$ cat src/rtl/top_pkg.sv
// Top-level TL-UL bus geometry shared by every TL-UL package and block.
// Widths: address, data, source id, sink id, byte lanes and size field.
package top_pkg;

    localparam int TL_AW  = 32;
    localparam int TL_DW  = 32;
    localparam int TL_AIW = 8;
    localparam int TL_DIW = 1;
    localparam int TL_DBW = TL_DW / 8;
    localparam int TL_SZW = 2;

endpackage

$ cat src/rtl/tlul_pkg.sv
// TL-UL channel types, opcodes and shared constants.
// Provides tl_h2d_t / tl_d2h_t bundles, opcode enums, d_user default and error data.
package tlul_pkg;

    import top_pkg::*;

    typedef enum logic [2:0] {
        PutFullData    = 3'h0,
        PutPartialData = 3'h1,
        Get            = 3'h4
    } tl_a_op_e;

    typedef enum logic [2:0] {
        AccessAck     = 3'h0,
        AccessAckData = 3'h1
    } tl_d_op_e;

    typedef struct packed {
        logic [6:0] rsp_intg;
        logic [6:0] data_intg;
    } tl_d_user_t;

    localparam tl_d_user_t TL_D_USER_DEFAULT = '{
        rsp_intg:  7'h0,
        data_intg: 7'h0
    };

    localparam logic [TL_DW-1:0] DataWhenError = {TL_DW{1'b1}};

    typedef struct packed {
        logic              a_valid;
        tl_a_op_e          a_opcode;
        logic [2:0]        a_param;
        logic [TL_SZW-1:0] a_size;
        logic [TL_AIW-1:0] a_source;
        logic [TL_AW-1:0]  a_address;
        logic [TL_DBW-1:0] a_mask;
        logic [TL_DW-1:0]  a_data;
        logic              d_ready;
    } tl_h2d_t;

    typedef struct packed {
        logic              d_valid;
        tl_d_op_e          d_opcode;
        logic [2:0]        d_param;
        logic [TL_SZW-1:0] d_size;
        logic [TL_AIW-1:0] d_source;
        logic [TL_DIW-1:0] d_sink;
        logic [TL_DW-1:0]  d_data;
        tl_d_user_t        d_user;
        logic              d_error;
        logic              a_ready;
    } tl_d2h_t;

endpackage

$ cat src/rtl/tlul_req_chk.sv
// Combinational legality check of a TL-UL A-channel request.
// Ports: op_i, addr_lsb_i, size_i, mask_i in; err_o high when the request is illegal.
module tlul_req_chk
    import top_pkg::*;
    import tlul_pkg::*;
(
    input  tl_a_op_e          op_i,
    input  logic [1:0]        addr_lsb_i,
    input  logic [TL_SZW-1:0] size_i,
    input  logic [TL_DBW-1:0] mask_i,
    output logic              err_o
);

    logic is_full;
    logic is_wr;
    logic op_ok;

    always_comb begin
        is_full = (op_i == PutFullData);
        is_wr   = is_full || (op_i == PutPartialData);
        op_ok   = is_wr || (op_i == Get);
        err_o   = !op_ok
               || (addr_lsb_i != 2'b00)
               || (size_i > TL_SZW'(2))
               || (is_full && (mask_i != '1))
               || (is_wr && (mask_i == '0));
    end

endmodule

$ cat src/rtl/tlul_reg_adapter.sv
// TL-UL device to simple register-port adapter with one outstanding response.
// Ports: clk_i, rst_i, tl_i/tl_o bus; re_o, we_o, addr_o, wdata_o, be_o, rdata_i, error_i.
module tlul_reg_adapter
    import top_pkg::*;
    import tlul_pkg::*;
#(
    parameter int RegAw = 8,
    parameter int RegDw = 32
) (
    input  logic               clk_i,
    input  logic               rst_i,
    input  tl_h2d_t            tl_i,
    output tl_d2h_t            tl_o,
    output logic               re_o,
    output logic               we_o,
    output logic [RegAw-1:0]   addr_o,
    output logic [RegDw-1:0]   wdata_o,
    output logic [RegDw/8-1:0] be_o,
    input  logic [RegDw-1:0]   rdata_i,
    input  logic               error_i
);

    typedef enum logic {
        StIdle,
        StRsp
    } state_e;

    state_e            state_q, state_d;
    tl_d_op_e          op_q, op_d;
    logic              err_q, err_d;
    logic [TL_DW-1:0]  data_q, data_d;
    logic [TL_SZW-1:0] size_q, size_d;
    logic [TL_AIW-1:0] src_q, src_d;

    logic req_err;
    logic a_ready;
    logic accept;
    logic is_get;
    logic is_wr;
    logic rsp_err;

    logic unused_a;
    assign unused_a = ^{tl_i.a_param, tl_i.a_address[TL_AW-1:RegAw]};

    tlul_req_chk u_chk (
        .op_i       (tl_i.a_opcode),
        .addr_lsb_i (tl_i.a_address[1:0]),
        .size_i     (tl_i.a_size),
        .mask_i     (tl_i.a_mask),
        .err_o      (req_err)
    );

    assign is_get  = (tl_i.a_opcode == Get);
    assign is_wr   = (tl_i.a_opcode == PutFullData)
                  || (tl_i.a_opcode == PutPartialData);

    // Ready is forced high in reset; accepts are blocked there instead.
    assign a_ready = rst_i || (state_q == StIdle) || tl_i.d_ready;
    assign accept  = tl_i.a_valid && a_ready && !rst_i;

    assign re_o    = accept && is_get && !req_err;
    assign we_o    = accept && is_wr && !req_err;
    assign addr_o  = {tl_i.a_address[RegAw-1:2], 2'b00};
    assign wdata_o = tl_i.a_data;
    assign be_o    = tl_i.a_mask;

    // Device error only counts when the device was actually strobed.
    assign rsp_err = req_err || (error_i && (re_o || we_o));

    always_comb begin
        state_d = state_q;
        op_d    = op_q;
        err_d   = err_q;
        data_d  = data_q;
        size_d  = size_q;
        src_d   = src_q;

        unique case (state_q)
            StIdle: if (accept) state_d = StRsp;
            StRsp: begin
                if (accept) begin
                    state_d = StRsp;
                end else if (tl_i.d_ready) begin
                    state_d = StIdle;
                end
            end
            default: state_d = StIdle;
        endcase

        if (accept) begin
            op_d   = is_get ? AccessAckData : AccessAck;
            err_d  = rsp_err;
            size_d = tl_i.a_size;
            src_d  = tl_i.a_source;
            if (!is_get) begin
                data_d = '0;
            end else if (rsp_err) begin
                data_d = DataWhenError;
            end else begin
                data_d = rdata_i;
            end
        end
    end

    always_ff @(posedge clk_i) begin
        if (rst_i) begin
            state_q <= StIdle;
            op_q    <= AccessAck;
            err_q   <= 1'b0;
            data_q  <= '0;
            size_q  <= '0;
            src_q   <= '0;
        end else begin
            state_q <= state_d;
            op_q    <= op_d;
            err_q   <= err_d;
            data_q  <= data_d;
            size_q  <= size_d;
            src_q   <= src_d;
        end
    end

    always_comb begin
        tl_o          = '0;
        tl_o.d_valid  = (state_q == StRsp) && !rst_i;
        tl_o.d_opcode = op_q;
        tl_o.d_param  = '0;
        tl_o.d_size   = size_q;
        tl_o.d_source = src_q;
        tl_o.d_sink   = '0;
        tl_o.d_data   = data_q;
        tl_o.d_user   = TL_D_USER_DEFAULT;
        tl_o.d_error  = err_q;
        tl_o.a_ready  = a_ready;
    end

endmodule

$ cat config.mk
export PLATFORM = sky130hd
export DESIGN_NAME = tlul_reg_adapter
export DESIGN_NICKNAME = d
export VERILOG_FILES = /design/src/rtl/top_pkg.sv /design/src/rtl/tlul_pkg.sv /design/src/rtl/tlul_req_chk.sv /design/src/rtl/tlul_reg_adapter.sv
export SDC_FILE = /design/constraint.sdc
export NUM_CORES = 1
export LEC_CHECK = 0
export CAP_MARGIN = 20
export CORE_AREA = 2 2 90 92
export CTS_CLUSTER_DIAMETER = 100
export DETAILED_ROUTE_END_ITERATION = 8
export DIE_AREA = 0 0 92 94
export PLACE_DENSITY = 0.91
export REMOVE_ABC_BUFFERS = 1
export SYNTH_ARGS = -nofsm -noshare
export SYNTH_HDL_FRONTEND = slang
export SYNTH_SLANG_ARGS = --single-unit
$ cat constraint.sdc
create_clock -name clk_i -period 4.1 [get_ports clk_i]
set_input_delay 0.82 -clock clk_i [delete_from_list [all_inputs] [get_ports clk_i]]
set_output_delay 0.82 -clock clk_i [all_outputs]
set_load 0.005 [all_outputs]
# Yosys cells after proc, flatten, opt, wreduce, memory -nomap -nowiden
# Index checks and enable logic that the tools add are counted.
# word_totals
reg_bits	47
inputBits	121
# op_classes
eq_ne	3
reduce_logical	26
n_bitwise	1
mux	7
n_lt_le_gt_ge	1
# op_table
op	count
2-to-1 mux 32 bit	2
logical AND 1 bit	10
logical OR 1 bit	10
zero test 4 bit	1
2-to-1 mux 1 bit	4
!= test 4 bit (second input constant)	1
== test 3 x 1 -> 1 bit (second input constant)	1
== test 3 bit (second input constant)	1
zero test 1 bit	3
zero test 3 bit	1
greater-than comparator 2 bit (second input constant)	1
one-hot mux 1 bit (2 select lines)	1
nonzero test 2 bit	1
inverter 1 bit	1

# Depth between registers and ports, before layout
# Gate-level depths: netlist of run 1.
# depth
word_depth	15
mapped_depth	6

# Cells and area by module
# Synthesis of run 1 repeated with hierarchy kept, for this count alone.
# unflattened
hier_cells	252
area_unflattened_um2	2416.1
# by_module_without_submodules
mod	cells_per_inst	area_per_inst_um2	instances	seq_area_each_um2
tlul_reg_adapter	246	2364.8	1	900.9
tlul_req_chk	6	51.3	1	0.0

# Worst setup path after synthesis of run 1
# No wires, ideal clock.
# synth_path
path_type	input port to output port
from	input port tl_i[85] in the netlist's numbering
to	output port re_o
path_buffers	2
arrival_time_ns	2.020
stages	5
path_slack_ns	1.260
cell_sequence	clkbuf_1 > nand3_1 > nor3_2 > clkbuf_1 > nor2b_1
# synth_between
elab_chain_len	4
# synth_lines
item	line	source
start, declared	tlul_reg_adapter.sv:12	input tl_h2d_t tl_i,
logical AND 1 bit (2 in a row)	tlul_reg_adapter.sv:59	assign accept = tl_i.a_valid && a_ready && !rst_i;
logical AND 1 bit (2 in a row)	tlul_reg_adapter.sv:61	assign re_o = accept && is_get && !req_err;
end, declared	tlul_reg_adapter.sv:14	output logic re_o,
# Every way passes these cells.

# Worst setup path in the final report of run 1
# layout_path
from	input port tl_i[82] in the netlist's numbering
to	output port we_o
# layout_between
elab_chain_len	10
elab_cells_between_ends	15
# layout_lines
item	line	source
== test 3 x 1 -> 1 bit / zero test 3 bit (equally long branches)	--	
logical OR 1 bit	tlul_req_chk.sv:20, tlul_reg_adapter.sv:55	
logical OR 1 bit	tlul_req_chk.sv:21	op_ok = is_wr || (op_i == Get);
zero test 1 bit	tlul_req_chk.sv:22	err_o = !op_ok
logical OR 1 bit	tlul_req_chk.sv:23	|| (addr_lsb_i != 2'b00)
logical OR 1 bit	tlul_req_chk.sv:24	|| (size_i > TL_SZW'(2))
logical OR 1 bit	tlul_req_chk.sv:25	|| (is_full && (mask_i != '1))
logical OR 1 bit	tlul_req_chk.sv:26	|| (is_wr && (mask_i == '0));
zero test 1 bit	tlul_reg_adapter.sv:62	assign we_o = accept && is_wr && !req_err;
logical AND 1 bit *	tlul_reg_adapter.sv:62	
end, declared	tlul_reg_adapter.sv:15	output logic we_o,
# Mark *: on every way between the ends. The rest lies on a longest branch, timed or not.

==> results_dict.tcl, run 1 <==
set metrics [dict create \
    syn2layout_area_growth_pct 38.65 \
    grt_max_degree 34 \
    clkSinkCount 45 \
    yosysTopAreaCell "dfxtp_1" \
    period_minus_slack_ns 3.730 \
    peakVddDrop_uv 135.2 \
    root_buffer "clkbuf_8" \
    post-place-cells 377 \
    avgSynthCellArea_um2 9.828 \
    grt_pass1_wl_mm 12.36 \
    fp.dieH_um 94 \
    netlist_instances 221 \
    status "completed" \
    numCtsBuffers 5 \
    yosysSeqAreaShare 0.4147 \
    final_area_um2 3012 \
    timing.final.ws_setup_ns 0.3697 \
    required_ns 3.28 \
    cts_tree "done" \
    ant_nets 0 \
    synth_cell_types 29 \
    hpwlAfterDp_mm 7.501 \
    cts_resized 0 \
    wl_per_cell_um 23.37 \
    synth.area.top_cells "dfxtp_1, buf_4, a221o_1" \
    layout-drive-gt1-share 0.06383 \
    grt_usage 0.2038 \
    path_cells "clkdlybuf4s50_1 -> a41oi_1 -> o21ai_1 -> nand2_1 -> nor3_1 -> clkdlybuf4s50_1" \
    via_count 1809 \
    clk_pin_slew_ns 0.08 \
    slowest_stage "clkdlybuf4s50_1" \
    crit_fanout 7 \
    rsz0062_at_grt "false" \
    cp.arrival_ns 2.91 \
    finalHoldViolations 0 \
    cts_hold_buf 0 \
    core_um2 7607 \
    cts_post_setup_buffers_inserted 0 \
    leakage_nw 1.135 \
    fin_nets 403 \
    num_io_pins 233 \
    cts_max_path_buffers 2 \
    vias_per_cell 4.711 \
    grt_pass1_vias 1756 \
    max_stage_delay_ns 0.65 \
    routed_wl_mm 8.973 \
    start_util 0.2855 \
    drt_iter0_markers 92 \
    numPortBuffers 107 \
    setup_viol 0 \
    slew_violations 0 \
    fin_util 0.3959 \
    antenna_found_initial 0 \
    yosys.area.top_type_share 0.4147 \
    stdcell_count 384 \
    ys_warn_count 0 \
    place_ws_ns 0.4232 \
    path_common_cell "clkdlybuf4s50_1" \
    end_kind "output port" \
    placed_area_um2 2925 \
    cp-start-kind "input pin" \
    die_w_um 92 \
    drc_errors 0 \
    fin_skew_ns 0.002690 \
    n_antenna_cell 0 \
    grt_overflow_total 0 \
    cap_violations 0 \
    ys_ff_latch 45 \
    gp_congestion 0.7913 \
    fmax_mhz 268.1 \
    hp-class "reg2reg" \
    tns_ns 0 \
    num_rows 32 \
    firstDrtPassIters 5 \
    netlist_area_um2 2172 \
    crit_type "in2out" \
    p_per_area_nw_per_um2 296.1 \
    fin_crit_sh 0.9098 \
    cts_max_level 2 \
    die_area_um2 8648 \
    clock_latency_ns 0.29 \
    final_cell_mix "clkdlybuf4s50_1, dfxtp_1, a221o_1, conb_1, nand2_1" \
    final_common_cell "clkdlybuf4s50_1" \
]
[per-stage QoR]
step                      total power [mW]  hold slack [ns]
final                               0.8917           0.4589
after global routing                0.9359           0.4833
after CTS                           0.9054           0.4613
after detailed placement            0.6294           0.4498
after global placement              0.6253           0.4369
after floorplan                     0.5159           0.4467
[area by class of cell]
cell class | instances | area (um2)
inverter | 2 | 7.507
timing repair buffer | 112 | 1109
clock buffer | 7 | 86.33
sequential | 45 | 900.9
fill | 728 | 4596
multi-input combinational | 116 | 780.7
tap | 102 | 127.6
[critical path: cells and delay by family]
| family | cells | cell delay (ns) |
|---|---|---|
| buf+inv | 2 | 1.24 |
| compound gates | 2 | 0.50 |
| simple gates | 2 | 0.35 |
[kinds of logic after synthesis]
| family | Yosys count | share of synthesized area |
|---|---|---|
| buffers and inverters | 81 | 0.2650 |
| AOI/OAI and AO/OA | 50 | 0.2028 |
| DFF | 45 | 0.4147 |
| and+or+nand+nor | 44 | 0.1158 |
| other | 1 | 0.001726 |
[report_power, final]
group | leakage, nW | switching (mW) | internal [mW] | total, mW
clock | 0.0443 | 0.138 | 0.134 | 0.272
sequential | 0.367 | 0.00965 | 0.455 | 0.465
combinational | 0.724 | 0.0566 | 0.0985 | 0.155
[worst paths after layout]
path / slack, ns / cells after the start / to / from
worst max-delay path: 0.37 / 6 / we_o / tl_i[82]
worst max register to register: 2.36 / 4 / data_q[5] / state_q
worst min-delay path: 0.46 / 2 / src_q[3] / src_q[3]
worst min register to register: 0.46 / 2 / src_q[3] / src_q[3]
[routing by layer]
metal / vias to the layer above / share of wire / global-route usage
li1: 830 / - / -
met2: 180 / 0.46 / 0.3382
met4: 0 / 0.011 / 0.03731
met1: 789 / 0.25 / 0.1446
met3: 10 / 0.28 / 0.2568
met5: - / 0 / 0
[Yosys cell counts]
cell / instances
a2111oi_4: 1
buf_4: 66
a22o_1: 5
conb_1: 1
nand4b_1: 6
a41oi_1: 1
clkbuf_1: 9
nand2_1: 15
nand3_1: 11
a21oi_1: 12
nor3_1: 1
inv_1: 2
dfxtp_1: 45
buf_6: 3
nor4_1: 1
nor3_2: 2
a221o_1: 27
and3_4: 1
buf_2: 1
a21oi_2: 1
a21o_1: 1
o21ai_1: 1
nand2_2: 1
nor2_1: 1
nor2b_1: 2
a311oi_1: 1
or3b_1: 1
nand2b_1: 1
and3_2: 1
[sequential cells by signal (all words and copies together), names as in the netlist]
name	flops
src_q	8
op_q	1
size_q	2
state_q	1
data_q	32
err_q	1
(Power assumes the default switching activity.)
==> run 2: changes to the inputs <==
Settings changed: GPL_ROUTABILITY_DRIVEN set to 0, SETUP_SLACK_MARGIN set to 0.5.
==> run 2 against run 1 <==
Compared with the run above: wire length rose by 0.99%; critical path type unchanged; clock power barely moved; non-clock buffer count rose by 2; largest power group unchanged; cell count rose by 0.52%; die area did not move.
==> results_dict.tcl, run 2 (synthesis results as in run 1) <==
set metrics [dict create \
    final_common_cell "clkdlybuf4s50_1" \
    die_w_um 92 \
    clock_latency_ns 0.29 \
    slew_violations 0 \
    ant_nets 0 \
    core_um2 7607 \
    drc_errors 0 \
    crit_fanout 4 \
    via_count 1826 \
    hp-class "reg2reg" \
    cts_max_level 2 \
    hpwlAfterDp_mm 7.501 \
    holdWs_ns 0.4590 \
    crit_type "in2out" \
    hp-start "src_q[3]" \
    fp.dieH_um 94 \
    fin_skew_ns 0.002331 \
    grt_overflow_total 0 \
    fin_util 0.3984 \
    fin_crit_sh 0.8608 \
    fmax_mhz 283.3 \
    antenna_found_initial 0 \
    num_io_pins 233 \
    p_total_mw 0.8953 \
    critPathLaunch "tl_i[82]" \
    layout-drive-gt1-share 0.07394 \
    vias_per_cell 4.731 \
    finalHoldViolations 0 \
    final_cell_mix "clkdlybuf4s50_1, dfxtp_1, a221o_1, conb_1, nand2_1" \
    worstReg2RegStart "state_q" \
    syn2layout_area_growth_pct 39.52 \
    required_ns 3.28 \
    start_util 0.2855 \
    die_area_um2 8648 \
    leakage_nw 1.145 \
    multi_input_area_um2 784.5 \
    numPortBuffers 107 \
    regMostFlops "data_q" \
    reg_top3 "data_q: 32 flops, src_q: 8 flops, size_q: 2 flops" \
    firstDrtPassIters 4 \
    fill_cells 729 \
    p_per_area_nw_per_um2 295.4 \
    routed_wl_mm 9.062 \
    root_buffer "clkbuf_8" \
    cp-start-kind "input pin" \
    grt_max_degree 34 \
    numCtsBuffers 5 \
    period_minus_slack_ns 3.529 \
    status "completed" \
    cap_violations 0 \
    largest_reg_flops 32 \
    setup_viol 0 \
    wl_per_cell_um 23.48 \
    cts_tree "done" \
    cp.arrival_ns 2.71 \
    tns_ns 0 \
    grt_pass1_wl_mm 12.41 \
    clk_pin_slew_ns 0.08 \
    end_kind "output port" \
    drt_iter0_markers 85 \
    peakVddDrop_uv 135.3 \
    cts_hold_buf 0 \
    fin_nets 405 \
    regArea_um2 900.9 \
    rsz0062_at_grt "false" \
    cts_max_path_buffers 2 \
    grt_usage 0.2048 \
    grt_pass1_vias 1763 \
    n_antenna_cell 0 \
    clkSinkCount 45 \
    num_rows 32 \
]
-- run 2: cell count changes in the layout (fill, tap and decap cells not counted), sizes merged --
cell / previous run / this run
buf: 5 / 7
-- run 2: repair_timing --
item | CTS | global route
endpoints found under the setup margin | 1 | 1
endpoints found under the hold margin | 0 | 0
resized for setup | 1 | 0
buffers inserted | 0 | 2
pin swaps | 0 | 1
-- run 2: worst paths after layout --
| check | slack (ns) | endpoint | cells past startpoint |
|---|---|---|---|
| setup / recovery | 0.57 | we_o | 6 |
| hold / removal | 0.46 | src_q[3] | 2 |
| setup reg to reg | 2.36 | data_q[5] | 4 |
| hold reg to reg | 0.46 | src_q[3] | 2 |
-- run 2: critical path, stage by stage --
cell	delay (ns)
clkdlybuf4s50_1	0.65
a41oi_1	0.11
o21ai_2	0.21
nand2_1	0.10
nor3_1	0.23
clkdlybuf4s50_1	0.60
-- run 2: final cells by class --
cell class,count,share of cell area
flip-flops and latches,45,0.2973
multi-input cells,116,0.2589
clock buffers,7,0.02849
well taps,102,0.04211
inverters,2,0.002477
repair buffers,114,0.3708
-- run 2: metal layers --
| layer | vias up | share of wire | global-route usage |
|---|---|---|---|
| li1 | 836 | - | - |
| met5 | - | 0 | 0 |
| met3 | 10 | 0.28 | 0.2568 |
| met1 | 796 | 0.25 | 0.1446 |
| met4 | 0 | 0.012 | 0.03731 |
| met2 | 184 | 0.46 | 0.3419 |
-- run 2: report_power, final --
group / switching [mW] / leakage (nW) / internal [mW]
registers: 0.00963 / 0.367 / 0.455
clock network: 0.139 / 0.0443 / 0.134
logic: 0.0575 / 0.734 / 0.100
total: 0.206 / 1.15 / 0.689
-- run 2: stage by stage --
step	std cells	setup slack, ns	area [um2]
6_report	386	0.5708	3030
5_1_grt	386	0.4987	3030
4_1_cts	384	0.5090	3015
3_5_place_dp	377	0.4232	2925
3_3_place_gp	377	0.4895	2925
2_1_floorplan	163	0.8531	1683
==> run 3: changes to the inputs <==
Settings changed: GPL_TIMING_DRIVEN set to 0, MAX_ROUTING_LAYER set to met4.
==> run 3 against run 2 <==
Compared with the run above: combinational power is essentially flat; total power grew 7.8%; wire length decreased by 0.14%; critical path type unchanged; first-iteration DRC count decreased by 52%.
==> results_dict.tcl, run 3 (synthesis results as in run 1) <==
set metrics [dict create \
    vias_per_cell 4.742 \
    fmax_mhz 282.3 \
    firstDrtPassIters 4 \
    root_buffer "clkbuf_8" \
    place_ws_ns -0.3366 \
    die_area_um2 8648 \
    cts_max_path_buffers 2 \
    start_util 0.2855 \
    crit_type "in2out" \
    routed_wl_mm 9.049 \
    clkSinkCount 45 \
    fin_skew_ns 0.003206 \
    grt_pass1_wl_mm 12.52 \
    timing.final.ws_setup_ns 0.5573 \
    ant_nets 0 \
    status "completed" \
    n_antenna_cell 0 \
    fin_nets 402 \
    reg_top3 "data_q: 32 flops, src_q: 8 flops, size_q: 2 flops" \
    clk_pin_slew_ns 0.08 \
    final_cell_mix "clkdlybuf4s50_1, dfxtp_1, a221o_1, conb_1, nand2_1" \
    num_io_pins 233 \
    rrSetupSlack_ns 2.02 \
    peakVddDrop_uv 149.2 \
    antenna_found_initial 0 \
    p_per_area_nw_per_um2 312.9 \
    grt_overflow_total 0 \
    post-place-cells 374 \
    setup_viol 0 \
    hpwlAfterDp_mm 7.647 \
    grt_pass1_vias 1747 \
    cp-start-kind "input pin" \
    final_common_cell "clkdlybuf4s50_1" \
    tightest_slew_ns 0.8938 \
    slew_headroom 0.4028 \
    cts_tree "done" \
    via_count 1821 \
    drc_errors 0 \
    finalHoldViolations 0 \
    holdWs_ns 0.4584 \
    cp.arrival_ns 2.72 \
    syn2layout_area_growth_pct 42.05 \
    cts_max_level 2 \
    numPortBuffers 107 \
    fp.dieH_um 94 \
    rsz0062_at_grt "true" \
    slew_violations 0 \
    grt_usage 0.2095 \
    placed_area_um2 2938 \
    clock_latency_ns 0.29 \
    tns_ns 0 \
    hp-class "reg2reg" \
    numCtsBuffers 5 \
    end_kind "output port" \
    die_w_um 92 \
    period_minus_slack_ns 3.543 \
    grt_max_degree 34 \
    num_rows 32 \
    regMostFlops "data_q" \
    cap_violations 0 \
    drt_iter0_markers 41 \
    fin_util 0.4056 \
    wl_per_cell_um 23.57 \
    stdcell_count 384 \
    required_ns 3.28 \
    crit_fanout 21 \
    layout-drive-gt1-share 0.08156 \
    final_area_um2 3085 \
    largest_reg_flops 32 \
    leakage_nw 1.168 \
    p_total_mw 0.9655 \
    fin_crit_sh 0.8641 \
    core_um2 7607 \
]
run 3: worst max-delay path, cell delays in order:
cell	delay, ns
clkdlybuf4s50_1	0.47
nand2b_2	0.17
nand3_2	0.16
nor3_4	0.26
buf_16	0.19
nor2b_1	0.14
clkdlybuf4s50_1	0.51
run 3: final cells by class:
| class | instances | area (um2) |
|---|---|---|
| flip-flops and latches | 45 | 900.9 |
| clock inverters | 1 | 30.03 |
| inverters | 2 | 7.507 |
| fillers | 713 | 4522 |
| multi-input cells | 116 | 799.5 |
| repair buffers | 111 | 1134 |
| clock buffers | 7 | 86.33 |
| well taps | 102 | 127.6 |
run 3: metal layers:
metal	vias up	global-route usage	wire length [um]
li1	826	-	-
met1	798	0.1426	2206
met2	197	0.3462	4314
met3	0	0.2624	2529
met4	0	0.01866	0
met5	-	-	0
run 3: path summary, 6_finish.rpt:
path                 to  depth (start not counted)     start
max                re_o                          7   tl_i[0]
max reg2reg  data_q[13]                          3   state_q
min reg2reg    src_q[0]                          2  src_q[0]
min            src_q[0]                          2  src_q[0]
run 3: timing repair:
item | 4_1_cts | 5_1_grt
buffers inserted | 2 | 0
hold endpoints to repair | 0 | 0
resized for setup | 9 | 1
cloned | 0 | 0
pin swaps | 1 | 1
setup endpoints to repair | 3 | 2
hold buffers | 0 | 0
run 3: where the power goes:
group / internal [mW] / switching, mW
clock network: 0.199 / 0.146
logic: 0.0981 / 0.0572
registers: 0.455 / 0.00977
